File: config.mk
export PLATFORM = sky130hd
export DESIGN_NAME = id_regfile_dump_ctrl
export DESIGN_NICKNAME = d
export VERILOG_FILES = /design/src/rtl/id_regfile_dump_ctrl_pkg.sv /design/src/rtl/id_regfile_dump_ctrl_serializer.sv /design/src/rtl/id_regfile_dump_ctrl.sv
export SDC_FILE = /design/constraint.sdc
export NUM_CORES = 1
export LEC_CHECK = 0
export CAP_MARGIN = 5
export CORE_MARGIN = 2
export CORE_UTILIZATION = 43
export CTS_CLUSTER_SIZE = 24
export DETAILED_ROUTE_END_ITERATION = 16
export GPL_TIMING_DRIVEN = 0
export HOLD_SLACK_MARGIN = 0.12
export PLACE_DENSITY_LB_ADDON = 0.2
export REMOVE_ABC_BUFFERS = 1
export SKIP_CTS_REPAIR_TIMING = 1
export SLEW_MARGIN = 25
export SYNTH_ARGS = -nofsm -noshare
export SYNTH_HDL_FRONTEND = slang
export SYNTH_SLANG_ARGS = --single-unit
File: constraint.sdc
create_clock -name i_clk -period 2 [get_ports i_clk]
set_clock_uncertainty 0.1 [all_clocks]
set_input_delay 0.3 -clock i_clk [delete_from_list [all_inputs] [get_ports i_clk]]
set_output_delay 0.3 -clock i_clk [all_outputs]
set_load 0.005 [all_outputs]
File: src/rtl/id_regfile_dump_ctrl_pkg.sv
// Shared types and sizing helpers for the register-file dump controller.
// Holds the FSM state encoding and byte-per-word / byte-counter sizing.
package id_regfile_dump_ctrl_pkg;

  localparam int NB_DATA_DEF = 32;
  localparam int NB_BYTE_DEF = 8;

  typedef enum logic [1:0] {
    ST_IDLE = 2'd0,
    ST_LOAD = 2'd1,
    ST_SEND = 2'd2,
    ST_DONE = 2'd3
  } dump_state_t;

  // Counter width that stays >= 1 even for single-byte words.
  function automatic int cnt_bits(input int n);
    return (n <= 2) ? 1 : $clog2(n);
  endfunction

  localparam int BYTES_PER_WORD = NB_DATA_DEF / NB_BYTE_DEF;
  localparam int NB_BYTE_CNT    = cnt_bits(BYTES_PER_WORD);

endpackage

File: src/rtl/id_regfile_dump_ctrl_serializer.sv
// Word serializer: captures one register word and emits it MSB byte first
// on a valid/ready stream. Ports: load/word in, ready in, data/valid/xfer/last out.
module regfile_word_serializer
  import id_regfile_dump_ctrl_pkg::*;
#(
  parameter int NB_DATA = 32,
  parameter int NB_BYTE = 8
) (
  input  logic               i_clk,
  input  logic               i_reset,
  input  logic               load,
  input  logic [NB_DATA-1:0] word,
  input  logic               ready,
  output logic [NB_BYTE-1:0] data,
  output logic               valid,
  output logic               xfer,
  output logic               last
);

  localparam int BYTES  = NB_DATA / NB_BYTE;
  localparam int NB_CNT = cnt_bits(BYTES);
  localparam logic [NB_CNT-1:0] LAST_CNT = NB_CNT'(BYTES - 1);

  logic [NB_DATA-1:0] shift_q;
  logic [NB_CNT-1:0]  cnt_q;
  logic               valid_q;

  assign data  = shift_q[NB_DATA-1 -: NB_BYTE];
  assign valid = valid_q;
  assign xfer  = valid_q & ready;
  assign last  = (cnt_q == LAST_CNT);

  // Shifting on every transfer, including the last, leaves the register
  // empty once a word is finished, so data reads 0 between words.
  always_ff @(posedge i_clk) begin
    if (i_reset) begin
      shift_q <= '0;
      cnt_q   <= '0;
      valid_q <= 1'b0;
    end else if (load) begin
      shift_q <= word;
      cnt_q   <= '0;
      valid_q <= 1'b1;
    end else if (xfer) begin
      shift_q <= shift_q << NB_BYTE;
      if (last) begin
        cnt_q   <= '0;
        valid_q <= 1'b0;
      end else begin
        cnt_q <= cnt_q + NB_CNT'(1);
      end
    end
  end

endmodule

File: src/rtl/id_regfile_dump_ctrl.sv
// Dumps every ID-stage register over the debug read port as a byte stream.
// Ports: start/busy/done to debug unit, debug read addr/data, tx data/valid/ready.
module id_regfile_dump_ctrl
  import id_regfile_dump_ctrl_pkg::*;
#(
  parameter int NB_DATA  = 32,
  parameter int NB_REG   = 5,
  parameter int SIZE_REG = 32,
  parameter int NB_BYTE  = 8
) (
  input  logic               i_clk,
  input  logic               i_reset,
  input  logic               i_start,
  output logic [NB_REG-1:0]  o_address_read_debug,
  input  logic [NB_DATA-1:0] i_data_read_debug,
  output logic [NB_BYTE-1:0] o_tx_data,
  output logic               o_tx_valid,
  input  logic               i_tx_ready,
  output logic               o_busy,
  output logic               o_done
);

  localparam logic [NB_REG-1:0] LAST_ADDR = NB_REG'(SIZE_REG - 1);

  dump_state_t       state_q;
  dump_state_t       state_d;
  logic [NB_REG-1:0] addr_q;
  logic              addr_clr;
  logic              addr_inc;
  logic              load;
  logic              xfer;
  logic              last;

  regfile_word_serializer #(
    .NB_DATA (NB_DATA),
    .NB_BYTE (NB_BYTE)
  ) u_ser (
    .i_clk   (i_clk),
    .i_reset (i_reset),
    .load    (load),
    .word    (i_data_read_debug),
    .ready   (i_tx_ready),
    .data    (o_tx_data),
    .valid   (o_tx_valid),
    .xfer    (xfer),
    .last    (last)
  );

  assign o_address_read_debug = addr_q;

  always_ff @(posedge i_clk) begin
    if (i_reset) begin
      state_q <= ST_IDLE;
      addr_q  <= '0;
    end else begin
      state_q <= state_d;
      if (addr_clr)
        addr_q <= '0;
      else if (addr_inc)
        addr_q <= addr_q + NB_REG'(1);
    end
  end

  always_comb begin
    state_d  = state_q;
    addr_clr = 1'b0;
    addr_inc = 1'b0;
    load     = 1'b0;
    o_busy   = 1'b1;
    o_done   = 1'b0;
    unique case (state_q)
      ST_IDLE: begin
        o_busy = 1'b0;
        if (i_start) begin
          addr_clr = 1'b1;
          state_d  = ST_LOAD;
        end
      end
      ST_LOAD: begin
        load    = 1'b1;
        state_d = ST_SEND;
      end
      ST_SEND: begin
        if (xfer && last) begin
          if (addr_q == LAST_ADDR) begin
            state_d = ST_DONE;
          end else begin
            addr_inc = 1'b1;
            state_d  = ST_LOAD;
          end
        end
      end
      ST_DONE: begin
        o_done  = 1'b1;
        state_d = ST_IDLE;
      end
      default: state_d = ST_IDLE;
    endcase
  end

endmodule
# Word level (Yosys, flattened, before mapping)
# Cells that the tools add are included.
[word_totals]
latchBits = 0
ramBits = 0
reg_bits = 42
rom_bits = 0
wordCells = 41
input_bits = 36
out_inout_bits = 16
memories = 0
[classes]
shift = 0
bitwise_logic = 1
n_reduce_logical = 8
order_cmp = 0
eq_ne = 7
multipliers = 0
div = 0
add_sub_neg = 2
muxes = 18
[op_table]
columns = ["cell", "count"]
rows = [
  ["$mux 32", 2],
  ["$mux 1", 11],
  ["$mux 2", 4],
  ["$pmux 2 s4", 1],
  ["$eq 2x2->1 const B", 3],
  ["$add 5x1->5 const B", 1],
  ["$eq 5x5->1 const B", 1],
  ["$ne 2x2->1 const B", 2],
  ["$reduce_and 2->1", 2],
  ["$reduce_bool 2->1", 2],
  ["$reduce_or 2->1", 2],
  ["$add 2x1->2 const B", 1],
  ["$eq 2x1->1 const B", 1],
  ["$logic_not 2->1", 1],
  ["$and 1x1->1", 1],
  ["$logic_and 1x1->1", 1],
]

# Depth between registers and ports, before layout
[depth]
ltp_word = 4
ltp_mapped = 6
ltp_nobuf = 6

# Modules after synthesis
# Synthesis repeated with hierarchy kept, for this count alone.
[hier_totals]
cells_unflattened = 233
hier_area_um2 = 2130.8
[modules_own_cells]
columns = ["module", "instances", "area_each_um2", "cells_per_inst", "seq_area_each_um2"]
rows = [
  ["regfile_word_serializer", 1, 1756.7, 192, 700.7],
  ["id_regfile_dump_ctrl", 1, 374.1, 41, 140.1],
]

# Least setup slack after synthesis
# Ideal clock, no wire load.
[synth_timing]
path_kind = "reg2reg"
from = "register addr_q[0] (netlist: o_address_read_debug[0])"
to = "register addr_q[3] (netlist: o_address_read_debug[3])"
arrival_time_ns = 1.740
path_buffers = 0
slack_ns = 0.090
stages_incl_launch_ff = 7
setup_time_ns = 0.070
synth_period_minus_slack_ns = 1.910
t_required_ns = 1.830
cell_sequence = "dfxtp_1 > ha_1 > and3_1 > ha_1 > nand4bb_4 > or4_1 > a21oi_1"
[synth_between]
elab_chain_len = 4
elab_cells_between_ends = 5
classes_between = "add/sub (1); eq/ne (1); mux (3)"
[synth_lines]
columns = ["element", "line_no", "text"]
rows = [
  ["from (decl)", "id_regfile_dump_ctrl.sv:27", "logic [NB_REG-1:0] addr_q;"],
  ["from (signal assigned)", "id_regfile_dump_ctrl.sv:60", "addr_q <= addr_q + NB_REG'(1);"],
  ["$eq 5x5->1", "id_regfile_dump_ctrl.sv:85", "if (addr_q == LAST_ADDR) begin"],
  ["$mux 1", "id_regfile_dump_ctrl.sv:85", ""],
  ["$mux 1", "id_regfile_dump_ctrl.sv:84", "if (xfer && last) begin"],
  ["$mux 1", "id_regfile_dump_ctrl.sv:71", "unique case (state_q)"],
]
# Parallel ways exist; a longest one is shown, timed or not.
# A chain may end at the register's enable or synchronous reset.

# Worst setup path in the final report
[layout_timing]
from = "register addr_q[0] (netlist: o_address_read_debug[0])"
to = "register addr_q[0] (netlist: o_address_read_debug[0])"
# The elaborated chain is that of the path after synthesis.

==> summary.md <==
| Metric | Value |
|---|---|
| Run status | complete, no violations |
| FF-to-FF Start | o_address_read_debug[0]$_SDFFE_PP0P_ |
| Mean post-synth cell area | 8.05 sq um |
| Seq pwr share | 0.539 |
| Setup WS pre-CTS | -0.260 ns |
| Initial antenna violation count | 0 |
| Worst-margin pin slew | 0.720 ns |
| Top_reg_cell synth | dfxtp_1 |
| Synth area leaders | dfxtp_1 (45%), nand2_1 (11%), a311oi_1 (11%) |
| Area Growth Syn to Fin | 30.7% |
| Crit path launch | o_address_read_debug[0]$_SDFFE_PP0P_ |
| Crit path capture type | register |
| First-pass DRT Iterations | 4 |
| Max Cap Viol | 0 |
| Net Sw Frac | 0.251 |
| Comb pwr share | 0.151 |
| Critical path class | reg2reg |
| H-tree levels | 2 |
| Clk network pwr share | 0.310 |
| Vias in the first global route | 1520 |
| First-pass GRT wire length | 6.64 mm |
| Reg area | 842 sq um |
| Core area | 4260 sq um |
| # clock sinks | 42 |
| Slowest cell on the critical path | dfxtp_2 |
| Dpl hpwl | 2.47 mm |
| Gr ovfl total | 0 |
| Final ANT Viol Nets | 0 |
| Largest net degree at the start of global routing | 44 |
| CP startpoint kind | register |
| Share of cells above drive strength 1 | 0.0672 |
| Final setup margin | 0.0850 ns |
| Hold Path Class | reg2reg |
| Netlist cell types | 26 |
| Final Max Tran Viols | 0 |
| Leak Pwr | 0.849 nW |
| Die Area | 4910 sq um |
| Post-synth ARST share | 0 |
| Sequential area share after synthesis | 0.448 |
| ANT cells | 0 |
| Vias/cell | 5.24 |
| Clock slew at reported path FFs | 0.08 ns |
| Relative slew slack | 0.520 |
| CTS tree | yes |
| Root buf cell | clkbuf_8 |
| Num CTS Buffers | 5 |
| RD Place Congestion | 0.723 |
| P per Cell Area | 696 nW/um^2 |
| Post-synthesis instance area | 1880 sq um |
| Initial Util | 0.440 |
| # port buffers | 51 |
| Setup Viol. Count Final | 0 |
| Area of the multi-input gates | 902 sq um |
| Tot Pwr | 1.71 mW |
| Net switching power | 0.429 mW |
| WL per Instance | 12.5 microns |
| Critical-path cell list | ha_1 -> and3_1 -> ha_2 -> nand4bb_4 -> buf_4 -> or3_1 -> a21oi_1 |
| HP Start | u_ser.shift_q[3]$_SDFFE_PP0P_ |
| Vias | 1676 |
| Synth top cells by count | nand2_1 (57), dfxtp_1 (42), nor2_1 (26), a311oi_1 (24), a21oi_1 (15) |
| 1st-iter DRT viols | 112 |
| Clk buf depth | 2 |
| Final WL | 3.98 mm |
| Synth warnings | 0 |
| Max Fclk | 522 MHz |
| Syn Inst Count | 233 |
| Dominant cell type by area after synthesis | dfxtp_1 |
| Clk Latency, worst-skew pair | 0.29 ns |
| Crit path DAT | 2.03 ns |
| Final Cycle Share | 0.957 |
| Layout Nets | 306 |
| Hold Vio Cnt, Final | 0 |
| GRT Total Usage | 0.166 |
| Post-synth EDFFs | 0 |
| Filler cells | 419 |
| RSZ-0062 raised after global routing | false |
| # rows | 24 |
| Worst endpoint required time | 2.12 ns |
| Crit path time final | 1.91 ns |
| Internal power | 1.28 mW |
| Synthesized flop and latch total | 42 |
| Reg2Reg Setup Slack | 0.09 ns |
| IO Count | 52 |
| Worst VDD drop | 0.326 mV |
| Top-count cell post-synth | nand2_1 |
| Die Y | 70.0 microns |
| Yosys top cell area share | 0.448 |
| Residual DRC count | 0 |
| Die X | 70.0 microns |
| Worst-path fanout max | 6 |
| CP peak stage delay | 0.34 ns |
[final timing paths]
kind / cells after the start / endpoint
setup / recovery: 7 / o_address_read_debug[0]$_SDFFE_PP0P_
hold / removal: 2 / u_ser.shift_q[3]$_SDFFE_PP0P_
setup reg to reg: 7 / o_address_read_debug[0]$_SDFFE_PP0P_
hold reg to reg: 2 / u_ser.shift_q[3]$_SDFFE_PP0P_
[per-stage QoR]
stage	util	setup TNS [ns]	hold slack, ns	instance area (sq um)	instances
after detailed placement	0.549	-6.49	0.360	2340	311
final	0.575	0	0.370	2450	320
after global routing	0.575	0	0.397	2450	320
after global placement	0.542	-24.78	0.355	2310	310
after CTS	0.569	-0.0385	0.372	2430	319
after floorplan	-	-1.27	0.269	1740	207
[power groups by stage]
| stage | clock network, mW | registers, mW | logic, mW |
|---|---|---|---|
| floorplan | 0 | 0.935 | 0.108 |
| global placement | 0 | 0.937 | 0.250 |
| CTS | 0.555 | 0.920 | 0.258 |
| global route | 0.588 | 0.929 | 0.284 |
| finish | 0.530 | 0.920 | 0.257 |
| detailed placement | 0 | 0.939 | 0.256 |
[layer usage]
metal  GRT usage  share of wire  vias to the layer above
li1            -              -                      878
met1       0.208           0.48                      756
met2       0.276           0.45                       36
met3      0.0447          0.048                        6
met4      0.0577          0.016                        0
met5           0              0                        -
[sequential cells by signal (all words and copies together) (netlist names)]
signal,count
o_address_read_debug,5
state_q,2
u_ser.valid,1
u_ser.cnt_q,2
u_ser.shift_q,32
[cell type report]
cell class / instances / share of cell area
repair buffers: 53 / 0.221
clock inverters: 2 / 0.00562
clock buffers: 6 / 0.0296
well taps: 52 / 0.0265
inverters: 4 / 0.00613
flip-flops and latches: 42 / 0.344
multi-input cells: 161 / 0.368
[cells in the final DEF, fill, tap and decap left out, types with 2 or more instances in the layout]
master / n
nand3_1: 11
clkbuf_8: 5
a311oi_1: 24
o31ai_1: 2
ha_1: 2
mux2i_1: 2
nor2_1: 26
and2b_1: 2
a21oi_1: 14
o21ai_0: 4
dfxtp_1: 41
nor3_1: 3
inv_1: 4
nand2_1: 56
clkdlybuf4s50_1: 50
[logic make-up (layout without fill, tap and decap cells)]
group                      after synthesis  count (layout)  share of synthesized area
AOI/OAI and AO/OA                       48              48                      0.183
adders and majority gates                3               3                     0.0200
buffers and inverters                   30              65                     0.0821
DFF                                     42              42                      0.448
muxes                                    2               2                     0.0107
and+or+nand+nor                        108             108                      0.256
[critical path, delay by kind of cell, from the launching register on]
family                   cells  cell delay [ns]
AND/OR/NAND/NOR              3             0.71
adder cells (fa/ha/maj)      2             0.38
flip-flops                   1             0.34
buffers and inverters        1             0.18
AO/OA/AOI/OAI                1             0.13
Note: power is estimated with default switching activity, not from simulation.
